[src/rtl/ica_dca_bus_responder.sv]
// rtl/ica_dca_bus_responder.sv - burst-read responder for the ICA/DCA instruction-fetch bus
// One fetch request becomes one fixed-length memory burst, returned word by word on din.
module ica_dca_bus_responder #(
   parameter int BURST_WORDS = 4
) (
   input  logic        clk,
   input  logic        reset,
   input  logic [21:0] address,
   input  logic        as,
   output logic [15:0] din,
   output logic        burstdata_valid,
   output logic        bus_ack,
   output logic        mem_req,
   output logic [20:0] mem_addr,
   input  logic        mem_gnt,
   input  logic        mem_rvalid,
   input  logic [15:0] mem_rdata
);

   typedef enum logic [1:0] {IDLE, REQ, DATA, DRAIN} state_t;

   localparam logic [2:0] LAST_WORD = 3'(BURST_WORDS - 1);

   state_t      state, state_n;
   logic [2:0]  word_cnt, word_cnt_n;
   logic [15:0] din_n;
   logic        valid_n, ack_n, req_n;
   logic [20:0] addr_n;
   logic        last_word;

   assign last_word = (word_cnt == LAST_WORD);

   always_ff @(posedge clk or negedge reset) begin
      if (!reset) begin
         state           <= IDLE;
         word_cnt        <= 3'd0;
         din             <= 16'd0;
         burstdata_valid <= 1'b0;
         bus_ack         <= 1'b0;
         mem_req         <= 1'b0;
         mem_addr        <= 21'd0;
      end else begin
         state           <= state_n;
         word_cnt        <= word_cnt_n;
         din             <= din_n;
         burstdata_valid <= valid_n;
         bus_ack         <= ack_n;
         mem_req         <= req_n;
         mem_addr        <= addr_n;
      end
   end

   always_comb begin
      state_n    = state;
      word_cnt_n = word_cnt;
      din_n      = din;
      valid_n    = 1'b0;
      ack_n      = 1'b0;
      req_n      = mem_req;
      addr_n     = mem_addr;
      case (state)
         // The ack cycle is skipped: as/address still belong to the finished burst then.
         IDLE: begin
            if (as && !bus_ack) begin
               addr_n  = address[21:1];
               req_n   = 1'b1;
               state_n = REQ;
            end
         end
         REQ: begin
            if (mem_gnt) begin
               req_n      = 1'b0;
               word_cnt_n = 3'd0;
               state_n    = as ? DATA : DRAIN;
            end else if (!as) begin
               req_n   = 1'b0;
               state_n = IDLE;
            end
         end
         DATA: begin
            if (mem_rvalid) begin
               word_cnt_n = last_word ? 3'd0 : word_cnt + 3'd1;
               if (as) begin
                  din_n   = mem_rdata;
                  valid_n = 1'b1;
                  ack_n   = last_word;
               end
               if (last_word)
                  state_n = IDLE;
               else if (!as)
                  state_n = DRAIN;
            end else if (!as) begin
               state_n = DRAIN;
            end
         end
         DRAIN: begin
            if (mem_rvalid) begin
               word_cnt_n = last_word ? 3'd0 : word_cnt + 3'd1;
               if (last_word)
                  state_n = IDLE;
            end
         end
      endcase
   end

   a_addr_aligned: assert property (@(posedge clk) disable iff (!reset)
      (state == IDLE && as) |-> !address[0]);
   a_rvalid_in_burst: assert property (@(posedge clk) disable iff (!reset)
      mem_rvalid |-> (state == DATA || state == DRAIN));
   a_gnt_with_req: assert property (@(posedge clk) disable iff (!reset)
      mem_gnt |-> mem_req);

endmodule
[config.mk]
export PLATFORM = sky130hd
export DESIGN_NAME = ica_dca_bus_responder
export DESIGN_NICKNAME = d
export VERILOG_FILES = /design/src/rtl/ica_dca_bus_responder.sv
export SDC_FILE = /design/constraint.sdc
export NUM_CORES = 1
export LEC_CHECK = 0
export ABC_CLOCK_PERIOD_IN_PS = 1920
export BUFFER_PORTS_ARGS = -buffer_cell sky130_fd_sc_hd__buf_4
export CAP_MARGIN = 20
export CORE_MARGIN = 4
export CORE_UTILIZATION = 46
export CTS_CLUSTER_DIAMETER = 60
export CTS_CLUSTER_SIZE = 8
export DETAILED_ROUTE_END_ITERATION = 8
export PLACE_DENSITY = 0.79
export SETUP_SLACK_MARGIN = 0.2
export SLEW_MARGIN = 20
export SYNTH_ARGS = -nofsm -noshare
export SYNTH_HDL_FRONTEND = slang
export SYNTH_SLANG_ARGS = --single-unit
[constraint.sdc]
create_clock -name clk -period 1.92 [get_ports clk]
set_input_delay 0.288 -clock clk [delete_from_list [all_inputs] [get_ports clk]]
set_output_delay 0.288 -clock clk [all_outputs]
set_load 0.05 [all_outputs]
# [After elaboration in Yosys (flattened, before gate mapping)]
# Index checks and enable logic that the tools add are counted.
[word_totals] wordCells=53 output_inout_bits=40 register_bits=45 inputBits=43
[op_classes] add_sub_neg=1 n_reduce_logical=11 mux=24 n_eq_ne=10
[op_table] op="2-bit 2-to-1 mux" count=8
[op_table] op="1-bit 2-to-1 mux" count=10
[op_table] op="3-bit 2-to-1 mux" count=3
[op_table] op="3-bit AND reduction" count=3
[op_table] op="2-bit != test (second input constant)" count=4
[op_table] op="2-bit case mux with 4 select lines" count=1
[op_table] op="3-bit case mux with 2 select lines" count=1
[op_table] op="2-bit == test (second input constant)" count=2
[op_table] op="4-bit AND reduction" count=1
[op_table] op="2-bit nonzero test" count=2
[op_table] op="3-bit by 1-bit adder with 3-bit output (second input constant)" count=1
[op_table] op="3-bit by 2-bit == test with 1-bit output (second input constant)" count=1
[op_table] op="3-bit != test (second input constant)" count=1
[op_table] op="2-bit by 1-bit == test with 1-bit output (second input constant)" count=1
[op_table] op="2-bit zero test" count=1
[op_table] op="2-bit by 1-bit != test with 1-bit output (second input constant)" count=1
[op_table] op="1-bit case mux with 2 select lines" count=1
[op_table] op="2-bit AND reduction" count=1
[op_table] op="2-bit OR reduction" count=1
[op_table] op="1-bit logical AND" count=1
[op_table] op="1-bit zero test" count=1

# [Longest topological paths before layout]
[depth] word_depth=4 depth_mapped=5 mapped_depth_nobuf=4

# [Least setup slack after synthesis]
# OpenSTA, ideal clock, no wires.
[synth_timing] kind="reg2reg" from="reg bus_ack" to="reg mem_addr[0]" path_stages_with_launch=5 arrival_time_ns=1.463 required_ns=1.795 path_buffers=1 slack_ns=0.332 period_less_slack_ns=1.588 path_cell_list="dfrtp_1 -> nor3b_2 -> and2b_4 -> buf_4 -> mux2_2"
[synth_via] elab_chain_len=3
[synth_lines] item="from (decl)" line_no="12" text="output logic bus_ack,"
[synth_lines] item="from (signal assigned)" line_no="47" text="bus_ack <= ack_n;"
[synth_lines] item="1-bit zero test" line_no="64" text="if (as && !bus_ack) begin"
[synth_lines] item="1-bit logical AND" line_no="64"
[synth_lines] item="2-bit AND reduction (no line)"
[synth_lines] item="to (signal assigned)" line_no="49" text="mem_addr <= addr_n;"
[synth_lines] item="to (decl)" line_no="14" text="output logic [20:0] mem_addr,"
# No other way between the ends.
# A chain may end at the register's enable or synchronous reset.

# [Worst setup path after layout]
[layout_timing] from="reg state[1]" to="reg mem_addr[1]"
[layout_via] elab_chain_len=2
[layout_lines] item="from (decl)" line_no="24" text="state_t state, state_n;"
[layout_lines] item="from (signal assigned)" line_no="43" text="state <= state_n;"
[layout_lines] item="2-bit zero test" line_no="61" text="case (state)"
[layout_lines] item="2-bit AND reduction (no line)"
# No other way between the ends.

==> impl_results.md <==
* Post-Syn Area per Cell at 15.33 um2
* Unrepaired setup endpoints after global routing: false
* Clock tree from TritonCTS: yes
* FF/Latch Area at 0.001126 mm2
* Detailed-route via count at 1217
* Clk_skew at between 0.003 and 0.004 ns
* Number of detailed-routing iterations run before antenna repair at 3
* Worst reg2reg path startpoint: state[1]$_DFFE_PN0P_
* Worst slew margin relative to its limit at 0.6338
* Data required time at the worst endpoint at between 2 and 2.5 ns
* Worst hold margin at 0.2070 ns
* Count of fill cells added during filler insertion at 289
* Top flip-flop cell by instance count after synthesis: sky130_fd_sc_hd__dfrtp_1
* CP Buf/Inv Count at 0
* Cell taking the most area after synthesis: sky130_fd_sc_hd__dfrtp_1
* Height of the die at 70.72 um
* Starting utilization of the core area at 0.4833
* Floorplan Core Area at approximately 0.0037 mm2
* FP Rows at 22
* Total negative slack for setup checks at 0 ns
* Clock Tree Root: sky130_fd_sc_hd__clkbuf_8
* Number of synthesized flops with an enable pin at 0
* Clock Tree Buf Depth at 2
* Gate Count Post-Synth at 118
* DRC violation total after the first TritonRoute iteration at 32
* Max-cap violations at 0
* Area share of the largest cell type after synthesis at 0.6224
* Number of top-level pins at 83
* Worst Path Class, Setup: reg -> reg
* Number of H-tree levels at 2
* Number of sinks handled by clock tree synthesis at 45
* # diodes at 0
* Share of the clock period used by the worst path after layout at 0.8343
* Hold-fix buffers, CTS at 1
* Number of unique standard cell types used by synthesis at 25
* Layout net count at 247
* Die X-Extent at 70.72 um
* Area occupied by multi-input gates at about 620 um2
* Vias in the first global route at 1242
* Measured slew at the worst slew-check pin at 0.5493 ns
* Area after detailed placement at roughly 0.0024 mm2
* Sum of overflow across all layers after global routing at 0
* Setup WS pre-CTS at around 0.31 ns
* CP Data Arrival Time at between 1.5 and 2 ns
* Fin. max-slew vios at 0
* Status: finished, final reports clean
* Clock-pin slew on the worst setup and hold paths at 0.08 ns
* Most numerous cell types in the synthesized netlist: 45 x sky130_fd_sc_hd__dfrtp_1, 26 x sky130_fd_sc_hd__mux2_2, 8 x sky130_fd_sc_hd__mux2_4
* Routability Congestion at 0.7533
* Cell area after technology mapping at 0.001809 mm2
* Post-CTS repair timing setup buffer count at 0
* Total global routing track utilization at 0.1537
* Critical Path Max Stage Delay at 0.49 ns
* Sum of net half-perimeters after detailed placement at ~2.8 mm
* Number of buffers inserted during clock tree synthesis at 5
* Start point of the worst min-delay path: address[18]
* Detailed-route DRC error count at 0
* Maximum clock frequency at 624.3 MHz
* Synthesized flop and latch total at 45
* Global-route wire length before repair at 6.058 mm
* Share of synthesized registers carrying an async set or reset at 1.000
* Cells resized by post-CTS repair at 0
* Maximum VDD drop at 0.0009677 V
* Number of cells on the worst hold path at 2
* Cell with the most instances after synthesis: sky130_fd_sc_hd__dfrtp_1
* Depth of the worst register-to-register path at 3
* Die Footprint at 0.005001 mm2
* Leading cell types by total area after synthesis: sky130_fd_sc_hd__dfrtp_1 62%, sky130_fd_sc_hd__mux2_2 16%, sky130_fd_sc_hd__mux2_4 6.6%, sky130_fd_sc_hd__o21ai_0 1.9%, sky130_fd_sc_hd__mux2_1 1.9%
* Total count of hold-check failures in the final report at 0
* Antenna violations before repair at 0
* Levels on crit path at 3
* Share of post-route cells with drive strength above 1 at 0.6176
* Final setup vio count at 0
* Post-detailed-route count of antenna-violating nets at 0
* Path type of the worst min-delay path: in -> reg
* Setup ws final at 0.3182 ns
* Number of warnings reported in the yosys synthesis log at 0
* Latest clock arrival within the worst-skew pair at 0.29 ns
* Layout overhead on the synthesized area at 40.66%
* Portion of the post-synthesis area used by sequential elements at 0.6224
* Launching element type of the critical path: flip-flop
* Average detailed-routed wire length per instance at 14.50 um
* Total of buffers placed on input and output ports at 81
* Routed wire length at 3.655 mm
* Pin count of the biggest net entering global routing at 46
* Cell family with the largest share of critical-path delay: simple AND/OR/NAND/NOR gates
* Syn Nets at 162
* Critical path endpoint category: flip-flop
* Power per cell area at approximately 2100 mW/mm2
* Vias per Instance at 4.829
* Final critical-path required period at 1.602 ns
* Static leakage power at about 1.3 nW
* Chain of cells forming the critical path: nor3b_2, and2b_4, mux2_2
* Slowest cell on crit path: sky130_fd_sc_hd__dfrtp_1
* Finished layout cell area at around 0.0025 mm2
* Launch point of the worst path: state[1]$_DFFE_PN0P_
* Maximum fanout along the worst path at 21
cell usage in the layout (no fill, tap or decap), types with 2 or more instances in the layout:
cell                       synthesis  final
sky130_fd_sc_hd__clkbuf_8          0      7
sky130_fd_sc_hd__mux2_1            3      3
sky130_fd_sc_hd__mux2_4            8      8
sky130_fd_sc_hd__dfrtp_1          45     45
sky130_fd_sc_hd__nand2_1           3      3
sky130_fd_sc_hd__mux2_2           26     26
sky130_fd_sc_hd__o21ai_0           7      7
sky130_fd_sc_hd__inv_1             3      3
sky130_fd_sc_hd__nand4_1           2      2
sky130_fd_sc_hd__nand2b_1          3      3
sky130_fd_sc_hd__nor2_1            2      2
sky130_fd_sc_hd__buf_4             2     82
cells by family after synthesis:
kind of cell | after synthesis | synth area share
compound gates | 9 | 0.02628
buf+inv | 8 | 0.03457
mux | 37 | 0.2469
flops | 45 | 0.6224
simple gates | 17 | 0.05810
fa+ha+maj | 1 | 0.006915
xor+xnor | 1 | 0.004842
per-layer routing:
layer,share of wire,up-vias,GRT usage
li1,-,579,-
met1,0.39,577,0.1872
met2,0.49,54,0.2420
met3,0.11,7,0.07244
met4,0.016,0,0.05010
met5,0,-,0
report_power, final:
part | switching, mW | total [mW] | internal (mW) | leakage, nW
logic | 1.92 | 2.96 | 1.04 | 0.673
clock network | 0.288 | 0.612 | 0.325 | 0.0542
registers | 0.268 | 1.67 | 1.40 | 0.541
total | 2.48 | 5.25 | 2.77 | 1.27
final cells by class:
| class | instances | share of cell area |
|---|---|---|
| Sequential cell | 45 | 0.4425 |
| Timing Repair Buffer | 83 | 0.2458 |
| Clock buffer | 7 | 0.03786 |
| Inverter | 3 | 0.004425 |
| Clock inverter | 1 | 0.001967 |
| Multi-Input combinational cell | 65 | 0.2439 |
| Tap cell | 48 | 0.02360 |
worst paths after layout:
check	slack [ns]	end
worst max-delay path	0.32	mem_addr[1]$_DFFE_PN0P_
worst min-delay path	0.21	mem_addr[17]$_DFFE_PN0P_
worst max register to register	0.32	mem_addr[1]$_DFFE_PN0P_
worst min register to register	0.50	mem_addr[16]$_DFFE_PN0P_
max in group asynchronous	1.02	din[9]$_DFFE_PN0P_
min in group asynchronous	0.53	mem_addr[16]$_DFFE_PN0P_
state kept, by name (all words and copies together) (netlist names):
name	flops
bus_ack	1
word_cnt	3
mem_req	1
din	16
mem_addr	21
burstdata_valid	1
state	2
through the flow:
step	util	power, mW	std cells
floorplan	-	3.779	118
CTS	0.6798	5.303	252
global route	0.6798	5.515	252
finish	0.6798	5.247	252
detailed placement	0.6501	4.676	243
global placement	0.6501	4.601	243
Power figures use the tool's default switching activity.
